<file path="src/rtl/bubble_sort_pkg.sv">
// Shared definitions for the bubble sort sequencer: controller state
// encoding and the default batch geometry.
package bubble_sort_pkg;

    localparam int DEFAULT_WIDTH = 4;
    localparam int DEFAULT_DEPTH = 4;

    typedef enum logic [1:0] {
        LOAD  = 2'd0,
        SORT  = 2'd1,
        DRAIN = 2'd2
    } state_t;

endpackage

</file>
<file path="src/rtl/bubble_cmp_swap.sv">
// Combinational compare-swap cell: orders one pair of unsigned words.
// Equal words are passed straight through and never flagged as a swap.
module bubble_cmp_swap #(
    parameter int WIDTH = bubble_sort_pkg::DEFAULT_WIDTH
) (
    input  logic [WIDTH-1:0] a,
    input  logic [WIDTH-1:0] b,
    output logic [WIDTH-1:0] lo,
    output logic [WIDTH-1:0] hi,
    output logic             swap
);

    // Strict greater-than keeps equal pairs in place.
    always_comb begin
        swap = (a > b);
        lo   = swap ? b : a;
        hi   = swap ? a : b;
    end

endmodule

</file>
<file path="src/rtl/bubble_sort_ctrl.sv">
// Bubble sort sequencer: loads DEPTH words over a valid/ready input,
// sorts them with one compare-swap per cycle, then streams them out
// smallest first over a valid/ready output with a last marker.
// Optional feature: define SORT_EARLY_EXIT_EN to leave SORT as soon as a
// full pass completes without any swap.
module bubble_sort_ctrl
    import bubble_sort_pkg::*;
#(
    parameter int WIDTH = DEFAULT_WIDTH,
    parameter int DEPTH = DEFAULT_DEPTH
) (
    input  logic             clk,
    input  logic             rst,
    input  logic             in_valid,
    input  logic [WIDTH-1:0] in_data,
    output logic             in_ready,
    output logic             out_valid,
    output logic [WIDTH-1:0] out_data,
    output logic             out_last,
    input  logic             out_ready,
    output logic             busy
);

    localparam int PW = (DEPTH > 1) ? $clog2(DEPTH) : 1;
    localparam logic [PW-1:0] LAST_IDX  = PW'(DEPTH - 1);
    localparam logic [PW-1:0] LAST_PASS = PW'(DEPTH - 2);

    state_t           state;
    state_t           next_state;
    logic [WIDTH-1:0] mem [DEPTH];
    logic [PW-1:0]    wr_ptr;
    logic [PW-1:0]    rd_ptr;
    logic [PW-1:0]    pass;
    logic [PW-1:0]    j;
    logic [PW-1:0]    j_nxt;
    logic [PW-1:0]    j_lim;

    logic             in_fire;
    logic             out_fire;
    logic             load_done;
    logic             pass_end;
    logic             sort_done;
    logic             drain_done;

    logic [WIDTH-1:0] cmp_lo;
    logic [WIDTH-1:0] cmp_hi;
    logic             cmp_swap;

    assign j_nxt = j + PW'(1);
    // Each pass bubbles one more word into its final slot, so the
    // last compared index shrinks by one per pass.
    assign j_lim = LAST_PASS - pass;

    bubble_cmp_swap #(.WIDTH(WIDTH)) u_cmp (
        .a    (mem[j]),
        .b    (mem[j_nxt]),
        .lo   (cmp_lo),
        .hi   (cmp_hi),
        .swap (cmp_swap)
    );

    assign in_fire    = in_valid && in_ready;
    assign out_fire   = out_valid && out_ready;
    assign load_done  = in_fire && (wr_ptr == LAST_IDX);
    assign pass_end   = (j == j_lim);
    assign drain_done = out_fire && out_last;

`ifdef SORT_EARLY_EXIT_EN
    logic swapped;

    // The current compare counts too: a swap on the final pair of a
    // pass must keep the sort running.
    assign sort_done = (state == SORT) && pass_end &&
                       ((pass == LAST_PASS) || !(swapped || cmp_swap));

    // Tracks whether the pass in progress has swapped anything yet.
    always_ff @(posedge clk) begin
        if (rst) begin
            swapped <= 1'b0;
        end else if (state == SORT && !pass_end) begin
            swapped <= swapped | cmp_swap;
        end else begin
            swapped <= 1'b0;
        end
    end
`else
    assign sort_done = (state == SORT) && pass_end && (pass == LAST_PASS);
`endif

    // State register.
    always_ff @(posedge clk) begin
        // NOTE: non-blocking assignments for every flop so all registers
        // update from the same pre-edge values regardless of block order.
        if (rst) begin
            state <= LOAD;
        end else begin
            state <= next_state;
        end
    end

    // Next-state decode.
    always_comb begin
        // NOTE: default first so no path through the case leaves the
        // output unassigned, which would infer a latch.
        next_state = state;
        unique case (state)
            LOAD:    if (load_done)  next_state = SORT;
            SORT:    if (sort_done)  next_state = DRAIN;
            DRAIN:   if (drain_done) next_state = LOAD;
            default: next_state = LOAD;
        endcase
    end

    // Output decode; out_data is forced to zero outside DRAIN.
    always_comb begin
        in_ready  = (state == LOAD);
        busy      = (state == SORT);
        out_valid = (state == DRAIN);
        out_data  = out_valid ? mem[rd_ptr] : '0;
        out_last  = out_valid && (rd_ptr == LAST_IDX);
    end

    // Word storage, pointers and sort counters.
    always_ff @(posedge clk) begin
        if (rst) begin
            wr_ptr <= '0;
            rd_ptr <= '0;
            pass   <= '0;
            j      <= '0;
            // NOTE: the array is cleared on reset because out_data and a
            // discarded batch must never expose stale words; with only
            // DEPTH entries this is a handful of flops, not a RAM.
            for (int i = 0; i < DEPTH; i++) begin
                mem[i] <= '0;
            end
        end else begin
            case (state)
                LOAD: begin
                    pass <= '0;
                    j    <= '0;
                    if (in_fire) begin
                        mem[wr_ptr] <= in_data;
                        wr_ptr      <= load_done ? '0 : wr_ptr + PW'(1);
                    end
                end
                SORT: begin
                    mem[j]     <= cmp_lo;
                    mem[j_nxt] <= cmp_hi;
                    if (pass_end) begin
                        j    <= '0;
                        pass <= sort_done ? '0 : pass + PW'(1);
                    end else begin
                        j <= j_nxt;
                    end
                end
                DRAIN: begin
                    if (out_fire) begin
                        rd_ptr <= out_last ? '0 : rd_ptr + PW'(1);
                    end
                end
                default: ;
            endcase
        end
    end

endmodule

</file>
<file path="config.mk">
export PLATFORM = sky130hd
export DESIGN_NAME = bubble_sort_ctrl
export DESIGN_NICKNAME = d
export VERILOG_FILES = /design/src/rtl/bubble_sort_pkg.sv /design/src/rtl/bubble_cmp_swap.sv /design/src/rtl/bubble_sort_ctrl.sv
export SDC_FILE = /design/constraint.sdc
export NUM_CORES = 1
export LEC_CHECK = 0
export BUFFER_PORTS_ARGS = -buffer_cell sky130_fd_sc_hd__buf_2
export CAP_MARGIN = 15
export CELL_PAD_IN_SITES_DETAIL_PLACEMENT = 0
export CELL_PAD_IN_SITES_GLOBAL_PLACEMENT = 2
export CORE_ASPECT_RATIO = 1.5
export CORE_MARGIN = 5
export CORE_UTILIZATION = 43
export DETAILED_ROUTE_END_ITERATION = 7
export PLACE_DENSITY_LB_ADDON = 0.1
export SLEW_MARGIN = 25
export SYNTH_ARGS = -nofsm -noshare
export SYNTH_HDL_FRONTEND = slang
export SYNTH_SLANG_ARGS = --single-unit
</file>
<file path="constraint.sdc">
create_clock -name clk -period 8.9 [get_ports clk]
set_clock_uncertainty 0.05 [all_clocks]
set_input_delay 1.335 -clock clk [delete_from_list [all_inputs] [get_ports clk]]
set_output_delay 1.335 -clock clk [all_outputs]
set_load 0.02 [all_outputs]
</file>
# After elaboration in Yosys (flattened, before gate mapping)
# Memories as Yosys holds them, arrays and structs flattened. A register that Yosys moved wholly into a read port is not among the register bits.
# Index checks and enable logic that the tools add are counted.
# totals
output_inout_bits	8
input_bits	8
register_bits	10
mem_bits_rw	16
memories	1
# classes
magnitude_cmp	1
reduce_logical	16
muxes	36
n_addsub	5
eq_ne	10
# mem_list
name	depth	width	read_ports	rd_clocked_by_memory_dff	wr	line_no	text
mem	4	4	3	2	4	bubble_sort_ctrl.sv:30	logic [WIDTH-1:0] mem [DEPTH];
# ops
cell	count
2-bit 2-to-1 mux	15
4-bit 2-to-1 mux	6
1-bit 2-to-1 mux	12
4-bit OR reduction	3
2-bit by 1-bit adder with 2-bit output (second input constant)	4
2-bit == test (second input constant)	4
2-bit by 1-bit != test with 1-bit output (second input constant)	4
2-bit one-hot mux with 2 select lines	2
1-bit logical AND	7
2-bit one-hot mux with 3 select lines	1
2-bit AND reduction	3
4-bit greater-than comparator	1
3-bit AND reduction	1
2-bit by 1-bit == test with 1-bit output (second input constant)	1
2-bit == test	1
2-bit logical NOT	1
2-bit nonzero test	1
2-bit subtractor (first input constant)	1

# Logic depth before layout (Yosys ltp)
# Gate-level depths: netlist (run 1).
# depth
word_depth	9
depth_mapped	12
ltp_nobuf	10

# Cells and area by module
# A second synthesis (run 1) with hierarchy kept.
# hier_totals
hier_cells	190
hier_area_um2	2158.3
# modules_own_cells
module	seq_area_each_um2	cells_per_inst	area_per_inst_um2	instances
bubble_sort_ctrl	760.7	169	1953.1	1
bubble_cmp_swap	0.0	21	205.2	1

# Worst setup path before layout (run 1)
# No wires, ideal clock.
# synth_path
path_type	register -> register
from	reg j[0]
to	mem mem[0][1] (netlist bit) (data pin)
path_slack_ns	5.662
required_time_ns	8.581
setup_time_ns	0.269
arrival_time_ns	2.920
stages_incl_launch_ff	13
cell_sequence	dfxtp_1 > buf_6 > inv_1 > ha_1 > mux4_2 > inv_1 > ha_1 > nor2b_1 > o211ai_2 > a21o_1 > buf_6 > mux2i_1 > o22ai_1
# synth_rtl
element	line_no	text
start: declaration	bubble_sort_ctrl.sv:34	logic [PW-1:0] j;
start signal: assignment	bubble_sort_ctrl.sv:153	j <= j_nxt;
end: declaration	bubble_sort_ctrl.sv:30	

==> results of run 1 <==
per-stage QoR:
step	utilization [%]	setup WS (ns)	total power [uW]	instances	cell area, um^2
finish	47.2	4.92	314	292	2380
global route	47.2	4.72	329	292	2380
CTS	47.2	4.91	316	292	2380
detailed placement	45.6	4.92	210	284	2300
global placement	45.6	5.05	209	284	2300
floorplan	-	5.66	198	211	2200
power groups by stage:
| stage | Combinational [uW] | Clock, uW | Sequential, uW |
|---|---|---|---|
| after global routing | 54.8 | 116 | 158 |
| after global placement | 49.0 | 0 | 160 |
| final | 50.0 | 107 | 158 |
| after CTS | 50.2 | 109 | 158 |
| after detailed placement | 49.9 | 0 | 161 |
| after floorplan | 41.1 | 0 | 157 |
area by class of cell:
| cell class | count | area [um^2] | area share (%) |
|---|---|---|---|
| timing repair buffer | 15 | 75.1 | 3.15 |
| tap | 68 | 85.1 | 3.57 |
| multi-input combinational | 163 | 1350 | 56.5 |
| sequential | 30 | 761 | 31.9 |
| inverter | 8 | 30.0 | 1.26 |
| clock inverter | 3 | 16.3 | 0.682 |
| clock buffer | 5 | 68.8 | 2.89 |
worst min-delay path: cells and delay by family, from the launching register on:
family	cells	cell delay (ns)
flops	1	0.33
simple gates	1	0.06
compound gates	1	0.05
cells in the mapped netlist, types with 8 or more instances:
master / number
a21oi_1: 11
edfxtp_1: 16
mux4_2: 12
ha_1: 12
inv_1: 8
nand2_1: 19
and2_1: 10
nor2_1: 17
o22ai_1: 12
nor3_1: 11
dfxtp_1: 14
a211oi_2: 11
per-layer routing:
metal	up-vias	track usage [%]	wire length (um)
li1	821	-	-
met1	844	20.4	1980
met2	29	33.3	3270
met3	14	3.47	135
met4	0	9.80	218
met5	-	0	0
worst max path at each step:
stage	from	endpoint	slack, ns	cells past startpoint
after floorplan	j[0]$_SDFFE_PP0N_	mem[0][1]$_DFFE_PP_	5.66	12
after global placement	j[0]$_SDFFE_PP0N_	mem[1][1]$_DFFE_PP_	5.05	10
after detailed placement	j[0]$_SDFFE_PP0N_	mem[1][1]$_DFFE_PP_	4.92	10
after CTS	j[0]$_SDFFE_PP0N_	mem[1][1]$_DFFE_PP_	4.91	10
after global routing	j[0]$_SDFFE_PP0N_	mem[2][1]$_DFFE_PP_	4.72	10
final	j[0]$_SDFFE_PP0N_	mem[1][1]$_DFFE_PP_	4.92	10
kinds of logic after synthesis:
group / count (synthesis) / share of synthesized area (%)
buf+inv: 18 / 4.32
fa+ha+maj: 12 / 6.81
simple gates: 81 / 20.5
compound gates: 48 / 16.8
flops: 30 / 34.5
xor+xnor: 2 / 0.795
mux: 20 / 16.3
==> reports/metrics.cfg, run 1 <==
[logic_synthesis]
synth_edf_count = 16
ys.flop_type = edfxtp_1
yosys_warnings = 0
synth_area_leader_cell = edfxtp_1
ys_types = 41
synth.area.top_cells = edfxtp_1 22%, dfxtp_1 13%, mux4_2 12%
synth_nets = 231
syn_inst = 211
synth_area_per_cell_um2 = 10.4
syn-cell-area_um2 = 2200
synth_top_area_share_pct = 21.8
synthArstFlopShare_pct = 0
synth-seq-cells = 30
ys_seq_area_share_pct = 34.5

[critical_path]
worst-endpoint-arrival_ns = 3.93
cpMaxStageDelayCell = dfxtp_1
r2r_end = mem[1][1]$_DFFE_PP_
cp-end-kind = flip-flop
worstPathRequired_ns = 8.85
r2r.worst_path.cells = 10
crit_family = multiplexers
path_cells = inv_1 -> ha_1 -> mux4_2 -> inv_1 -> ha_1 -> nor2b_1 -> o211ai_2 -> a21o_1 -> mux2i_1 -> o22ai_1
path_class = reg -> reg
cp-start-kind = flip-flop
crit_buf_inv = 2
rrSetupSlack_ns = 4.92
cpPeakStageDelay_ns = 0.59
path_max_fanout = 11
r2r_start = j[0]$_SDFFE_PP0N_

[pwr]
power.share.combinational_pct = 15.9
sequentialPowerShare_pct = 50.2
pwr_density_cell_nw_per_um2 = 132
leakage_uw = 0.000852
ir_drop_uv = 102
p_sw_share_pct = 28.2
p_switching_uw = 88.6
p_int_uw = 226
pwr-share-clk_pct = 33.9

[clocking]
cts.clk_slew.worst_paths_ns = 0.07
cts_root_buffer = clkbuf_8
cts_resized = 0
cts.sinks = 30
h-tree-depth = 2
clock_latency_ns = 0.28
cts_hold_buf = 0
cts_tree = yes
cts_setup_buffers = 0
cts_inserted_buffers = 5
clk_path_buf_depth = 2

[final_layout]
synthToLayoutAreaGrowth_pct = 8.18
nets = 243
layout_common_cells = 19 x nand2_1, 17 x nor2_1, 16 x edfxtp_1
num_antenna_cells = 0
drive_above_1_share_pct = 25.9
final_common_cell = nand2_1
nFillCells = 505

[min_path]
min_to = wr_ptr[1]$_SDFFE_PP0P_
hold_class = reg -> reg
hp-start = wr_ptr[1]$_SDFFE_PP0P_
min_path_cells = 2

[route]
routed_wirelength_um = 5600
vias = 1708
antenna_left = 0
firstDrtPassIters = 4
vias_per_cell = 5.85
drc = 0
drt_first_iter_violations = 69
wl_per_cell_um = 19.2

[status]
status = complete, no violations

[timing]
rsz0062_at_grt = no
hold_viol = 0
layout_min_cycle_time_ns = 3.98
setup_violations = 0
max_freq_mhz = 251
drv_slew = 0
worst_hold_slack_ns = 0.438
period_share_pct = 44.7
fin_setup_tns_ns = 0
worstMarginPinSlew_ns = 0.750
slew_headroom_pct = 49.5

[global_route]
grt_util_all_layers_pct = 19.0
grt_pass1_vias = 1724
grt_antenna_before_repair = 0
grt_pass1_wl_um = 9160
grt.overflow.total = 0
grt_max_degree = 20

[place]
dp_hpwl_um = 4550
port_buffers = 15
place_congestion = 0.934

[die]
rows = 32
die_h_um = 97.7
die_x_um = 68.4
dieArea_um2 = 6690
ios = 16
start_util_pct = 43.7
core_area_um2 = 5040

[flow_run]
maxCapViolations = 0

Note: power is estimated with default switching activity, not from simulation.
==> inputs of run 2 (changes only) <==
--- a/config.mk
+++ b/config.mk
@@ -11,7 +11,7 @@
 export CELL_PAD_IN_SITES_GLOBAL_PLACEMENT = 2
 export CORE_ASPECT_RATIO = 1.5
 export CORE_MARGIN = 5
-export CORE_UTILIZATION = 43
+export CORE_UTILIZATION = 40
 export DETAILED_ROUTE_END_ITERATION = 7
 export PLACE_DENSITY_LB_ADDON = 0.1
 export SLEW_MARGIN = 25
==> constraint.sdc (replaced) <==
create_clock -name clk -period 3.8 [get_ports clk]
set_clock_uncertainty 0.05 [all_clocks]
set_input_delay 0.57 -clock clk [delete_from_list [all_inputs] [get_ports clk]]
set_output_delay 0.57 -clock clk [all_outputs]
set_load 0.02 [all_outputs]
==> run 2 against run 1 <==
Effect of this change:
- sequential cell count unchanged
- largest cell class unchanged
- register-to-register slack worse by 4.6 ns
- via count is 2.8% higher
- first-iteration DRC count increased by 67%
- highest routed layer unchanged
- sequential power increased by 130%
- clock power grew 130%
- worst hold slack got worse by 0.0066 ns
- total power rose by 130%
- global-route usage down 2.1 points
- non-clock buffer count rose by 5
- critical path depth fell by 2
- maximum frequency up 14%
==> reports/metrics.cfg, run 2 (synthesis results as in run 1) <==
[route]
wl_per_cell_um = 18.7
wl_met1_um = 1880
routed-wl-met2_um = 3130
wl_met3_um = 341
top_layer = met4
routed_wirelength_um = 5600
antenna_left = 0
drt_first_iter_violations = 115
vias = 1756
vias_per_cell = 5.87
firstDrtPassIters = 4
drc = 0

[timing]
setup_violations = 0
rsz0062_at_grt = no
drv_slew = 0
worstMarginPinSlew_ns = 0.707
hold_viol = 0
max_freq_mhz = 287
fin_setup_tns_ns = 0
period_share_pct = 91.6
layout_min_cycle_time_ns = 3.48
slew_headroom_pct = 52.3

[critical_path]
cpMaxStageDelayCell = mux4_2
cp-start-kind = flip-flop
cp_common_cell = ha_1
path_max_fanout = 9
cp-end-kind = flip-flop
crit_buf_inv = 1
worst-endpoint-arrival_ns = 3.44
worstPathRequired_ns = 3.76
crit_family = multiplexers
path_class = reg -> reg
path_cells = inv_1 -> ha_1 -> mux4_2 -> ha_1 -> and4_1 -> a21o_2 -> mux2i_1 -> o22ai_1
cpPeakStageDelay_ns = 0.61

[die]
die_x_um = 70.6
start_util_pct = 40.7
rows = 33
die_h_um = 101
ios = 16
core_area_um2 = 5410
dieArea_um2 = 7120

[final_layout]
synthToLayoutAreaGrowth_pct = 10.1
layout_common_cells = 19 x nand2_1, 17 x nor2_1, 16 x edfxtp_1
final_core_util_pct = 44.8
num_antenna_cells = 0
drive_above_1_share_pct = 27.9
final_common_cell = nand2_1
nets = 248

[clocking]
cts_tree = yes
cts.sinks = 30
cts.clk_slew.worst_paths_ns = 0.07
clock_latency_ns = 0.28
clk_path_buf_depth = 2
cts_hold_buf = 0
h-tree-depth = 2
cts_inserted_buffers = 5
cts_root_buffer = clkbuf_8

[pwr]
pwr_density_cell_nw_per_um2 = 304
leakage_uw = 0.000875
ir_drop_uv = 170

[place]
port_buffers = 15
dp_hpwl_um = 4500
place_congestion = 0.807

[global_route]
grt_pass1_wl_um = 9070
grt_pass1_vias = 1782
grt_antenna_before_repair = 0
grt_max_degree = 20
grt.overflow.total = 0
grt_util_all_layers_pct = 16.8

[flow_run]
maxCapViolations = 0

[min_path]
hold_class = reg -> reg

[status]
status = complete, no violations

==> run 2: cell count changes in the layout (fill, tap and decap cells not counted) <==
cell | before | now
buf_4 | 0 | 5
a21o_1 | 1 | 0
a21o_2 | 0 | 1
==> run 2: tightest hold or removal path, cell delays in order (launching register included) <==
cell and delay [ns]:
dfxtp_1 0.33, nand2_1 0.06, a21oi_1 0.05
==> run 2: layout make-up <==
cell class | instances | area (um^2)
Clock buffer | 5 | 68.8
Clock inverter | 3 | 16.3
Fill cell | 544 | 2980
Inverter | 8 | 30.0
Multi-Input combinational cell | 163 | 1350
Sequential cell | 30 | 761
Tap cell | 70 | 87.6
Timing Repair Buffer | 20 | 113
==> run 2: report_power, final <==
group	leakage (uW)	total [uW]	internal [uW]	switching [uW]
sequential	0.000279	367	355	11.3
clock	0.0000416	241	125	116
combinational	0.000554	129	54.8	74.2
==> run 2: layer usage <==
metal | GRT usage (%) | up-vias
li1 | - | 836
met1 | 16.1 | 829
met2 | 32.5 | 71
met3 | 3.49 | 20
met4 | 9.70 | 0
met5 | 0 | -
==> run 2: path summary, 6_finish.rpt <==
kind	start	to	slack, ns	cells after the start
setup reg to reg	j[1]$_SDFFE_PP0N_	mem[2][1]$_DFFE_PP_	0.32	8
hold / removal	wr_ptr[1]$_SDFFE_PP0P_	wr_ptr[1]$_SDFFE_PP0P_	0.43	2
hold reg to reg	wr_ptr[1]$_SDFFE_PP0P_	wr_ptr[1]$_SDFFE_PP0P_	0.43	2
setup / recovery	j[1]$_SDFFE_PP0N_	mem[2][1]$_DFFE_PP_	0.32	8
==> run 2: metrics by stage <==
stage / area, um^2 / total power, uW / cells / hold slack (ns) / setup WS [ns]
final: 2420 / 737 / 299 / 0.431 / 0.321
after global placement: 2340 / 499 / 291 / 0.416 / 0.349
after detailed placement: 2340 / 502 / 291 / 0.426 / 0.219
after floorplan: 2200 / 464 / 211 / 0.404 / 0.562
after global routing: 2420 / 774 / 299 / 0.454 / 0.116
after CTS: 2420 / 742 / 299 / 0.435 / 0.195
==> run 2: what timing repair did <==
action                                  CTS  global route
endpoints found under the setup margin    0             3
buffers inserted                          0             0
gates resized for setup                   0             1
==> inputs of run 3 (changes only) <==
--- a/config.mk
+++ b/config.mk
@@ -14,6 +14,7 @@
 export CORE_UTILIZATION = 40
 export DETAILED_ROUTE_END_ITERATION = 7
 export PLACE_DENSITY_LB_ADDON = 0.1
+export REMOVE_ABC_BUFFERS = 1
 export SLEW_MARGIN = 25
 export SYNTH_ARGS = -nofsm -noshare
 export SYNTH_HDL_FRONTEND = slang
==> run 3 against run 2 <==
Effect of this change:
- sequential share of layout area about the same
- clock-buffer cell count unchanged
- register-to-register slack worse by 0.08 ns
- cell count unchanged
- wire length down 2.8%
- sequential cell count unchanged
- cell area about the same
- via count down 0.74%
- die area unchanged
- worst hold slack better by 0.0065 ns
- clock power up 2%
- critical endpoint is now mem[1][1]$_DFFE_PP_
==> reports/metrics.cfg, run 3 (synthesis results as in run 1) <==
[status]
status = complete, no violations

[global_route]
grt_pass1_wl_um = 8670
grt_pass1_vias = 1764
grt_antenna_before_repair = 0
grt.overflow.total = 0
grt_util_all_layers_pct = 16.0
grt_max_degree = 20

[clocking]
cts_inserted_buffers = 5
clk_path_buf_depth = 2
cts_setup_buffers = 0
cts_resized = 0
h-tree-depth = 2
cts_root_buffer = clkbuf_8
clock_latency_ns = 0.28
cts.sinks = 30
cts.clk_slew.worst_paths_ns = 0.07
cts_tree = yes
cts_hold_buf = 0

[place]
dp_hpwl_um = 4440
post-place-ws_ns = 0.197
port_buffers = 15
place_congestion = 0.790
dpl.cell_count = 291

[route]
routed-wl-met2_um = 3130
wl_met3_um = 162
wl_met1_um = 1930
wl_per_cell_um = 18.2
drt_first_iter_violations = 85
top_layer = met4
drc = 0
routed_wirelength_um = 5440
antenna_left = 0
vias = 1743
vias_per_cell = 5.83
firstDrtPassIters = 4

[die]
ios = 16
dieArea_um2 = 7120
rows = 33
start_util_pct = 40.7
core_area_um2 = 5410
die_x_um = 70.6
die_h_um = 101

[critical_path]
cpPeakStageDelay_ns = 0.63
cpMaxStageDelayCell = mux4_2
cp-start-kind = flip-flop
path_class = reg -> reg
worstPathRequired_ns = 3.77
cp-end-kind = flip-flop
path_max_fanout = 9
path_cells = inv_1 -> ha_1 -> mux4_2 -> inv_1 -> ha_1 -> nor2b_1 -> o211ai_2 -> a21o_1 -> mux2i_1 -> o22ai_1
worst-endpoint-arrival_ns = 3.52

[timing]
period_share_pct = 93.6
max_freq_mhz = 281
fin_setup_tns_ns = 0
rsz0062_at_grt = no
hold_viol = 0
drv_slew = 0
setup_slack_ns = 0.244
layout_min_cycle_time_ns = 3.56
slew_headroom_pct = 51.0
worstMarginPinSlew_ns = 0.727
setup_violations = 0

[final_layout]
drive_above_1_share_pct = 27.5
synthToLayoutAreaGrowth_pct = 9.99
layout_common_cells = 19 x nand2_1, 17 x nor2_1, 16 x edfxtp_1
final_common_cell = nand2_1
num_antenna_cells = 0
finalNonFillerCells = 299
nets = 248

[pwr]
leakage_uw = 0.000876
ir_drop_uv = 203
pwr_density_cell_nw_per_um2 = 306

[flow_run]
maxCapViolations = 0

[min_path]
hold_class = reg -> reg

## run 3: cell counts in the layout (fill, tap and decap cells not counted)
No cell type changed its count.
## run 3: area by class of cell
type	instances	area, um^2
clock buffer	5	68.8
sequential	30	761
inverter	8	30.0
multi-input combinational	163	1350
clock inverter	3	16.3
timing repair buffer	20	113
fill	534	2990
tap	70	87.6
## run 3: metrics by stage
| stage | util [%] | power (uW) | instance area (um^2) | hold WS, ns |
|---|---|---|---|---|
| global route | 44.8 | 771 | 2420 | 0.456 |
| detailed placement | 43.2 | 502 | 2340 | 0.429 |
| floorplan | - | 456 | 2140 | 0.397 |
| global placement | 43.2 | 499 | 2340 | 0.416 |
| finish | 44.8 | 741 | 2420 | 0.438 |
| CTS | 44.8 | 744 | 2420 | 0.439 |
## run 3: critical path: cells and delay by family (launching register included)
kind,cells,cell delay [ns]
mux,2,1.08
fa+ha+maj,2,0.67
flops,1,0.43
compound gates,3,0.75
simple gates,1,0.14
buf+inv,2,0.18
## run 3: where the power goes
group | switching, uW | total (uW) | internal [uW] | leakage, uW
clock | 120 | 245 | 125 | 0.0000416
combinational | 73.9 | 129 | 55.1 | 0.000556
sequential | 11.7 | 367 | 355 | 0.000279
## run 3: path summary, 6_finish.rpt
check / start / endpoint / slack (ns) / cells after the start
worst max-delay path: j[1]$_SDFFE_PP0N_ / mem[1][1]$_DFFE_PP_ / 0.24 / 10
worst min-delay path: wr_ptr[1]$_SDFFE_PP0P_ / wr_ptr[1]$_SDFFE_PP0P_ / 0.44 / 2
worst min register to register: wr_ptr[1]$_SDFFE_PP0P_ / wr_ptr[1]$_SDFFE_PP0P_ / 0.44 / 2
worst max register to register: j[1]$_SDFFE_PP0N_ / mem[1][1]$_DFFE_PP_ / 0.24 / 10
## run 3: metal layers
layer	up-vias	track usage [%]
li1	832	-
met5	-	0
met4	0	8.54
met3	17	2.79
met2	41	32.4
met1	853	14.8
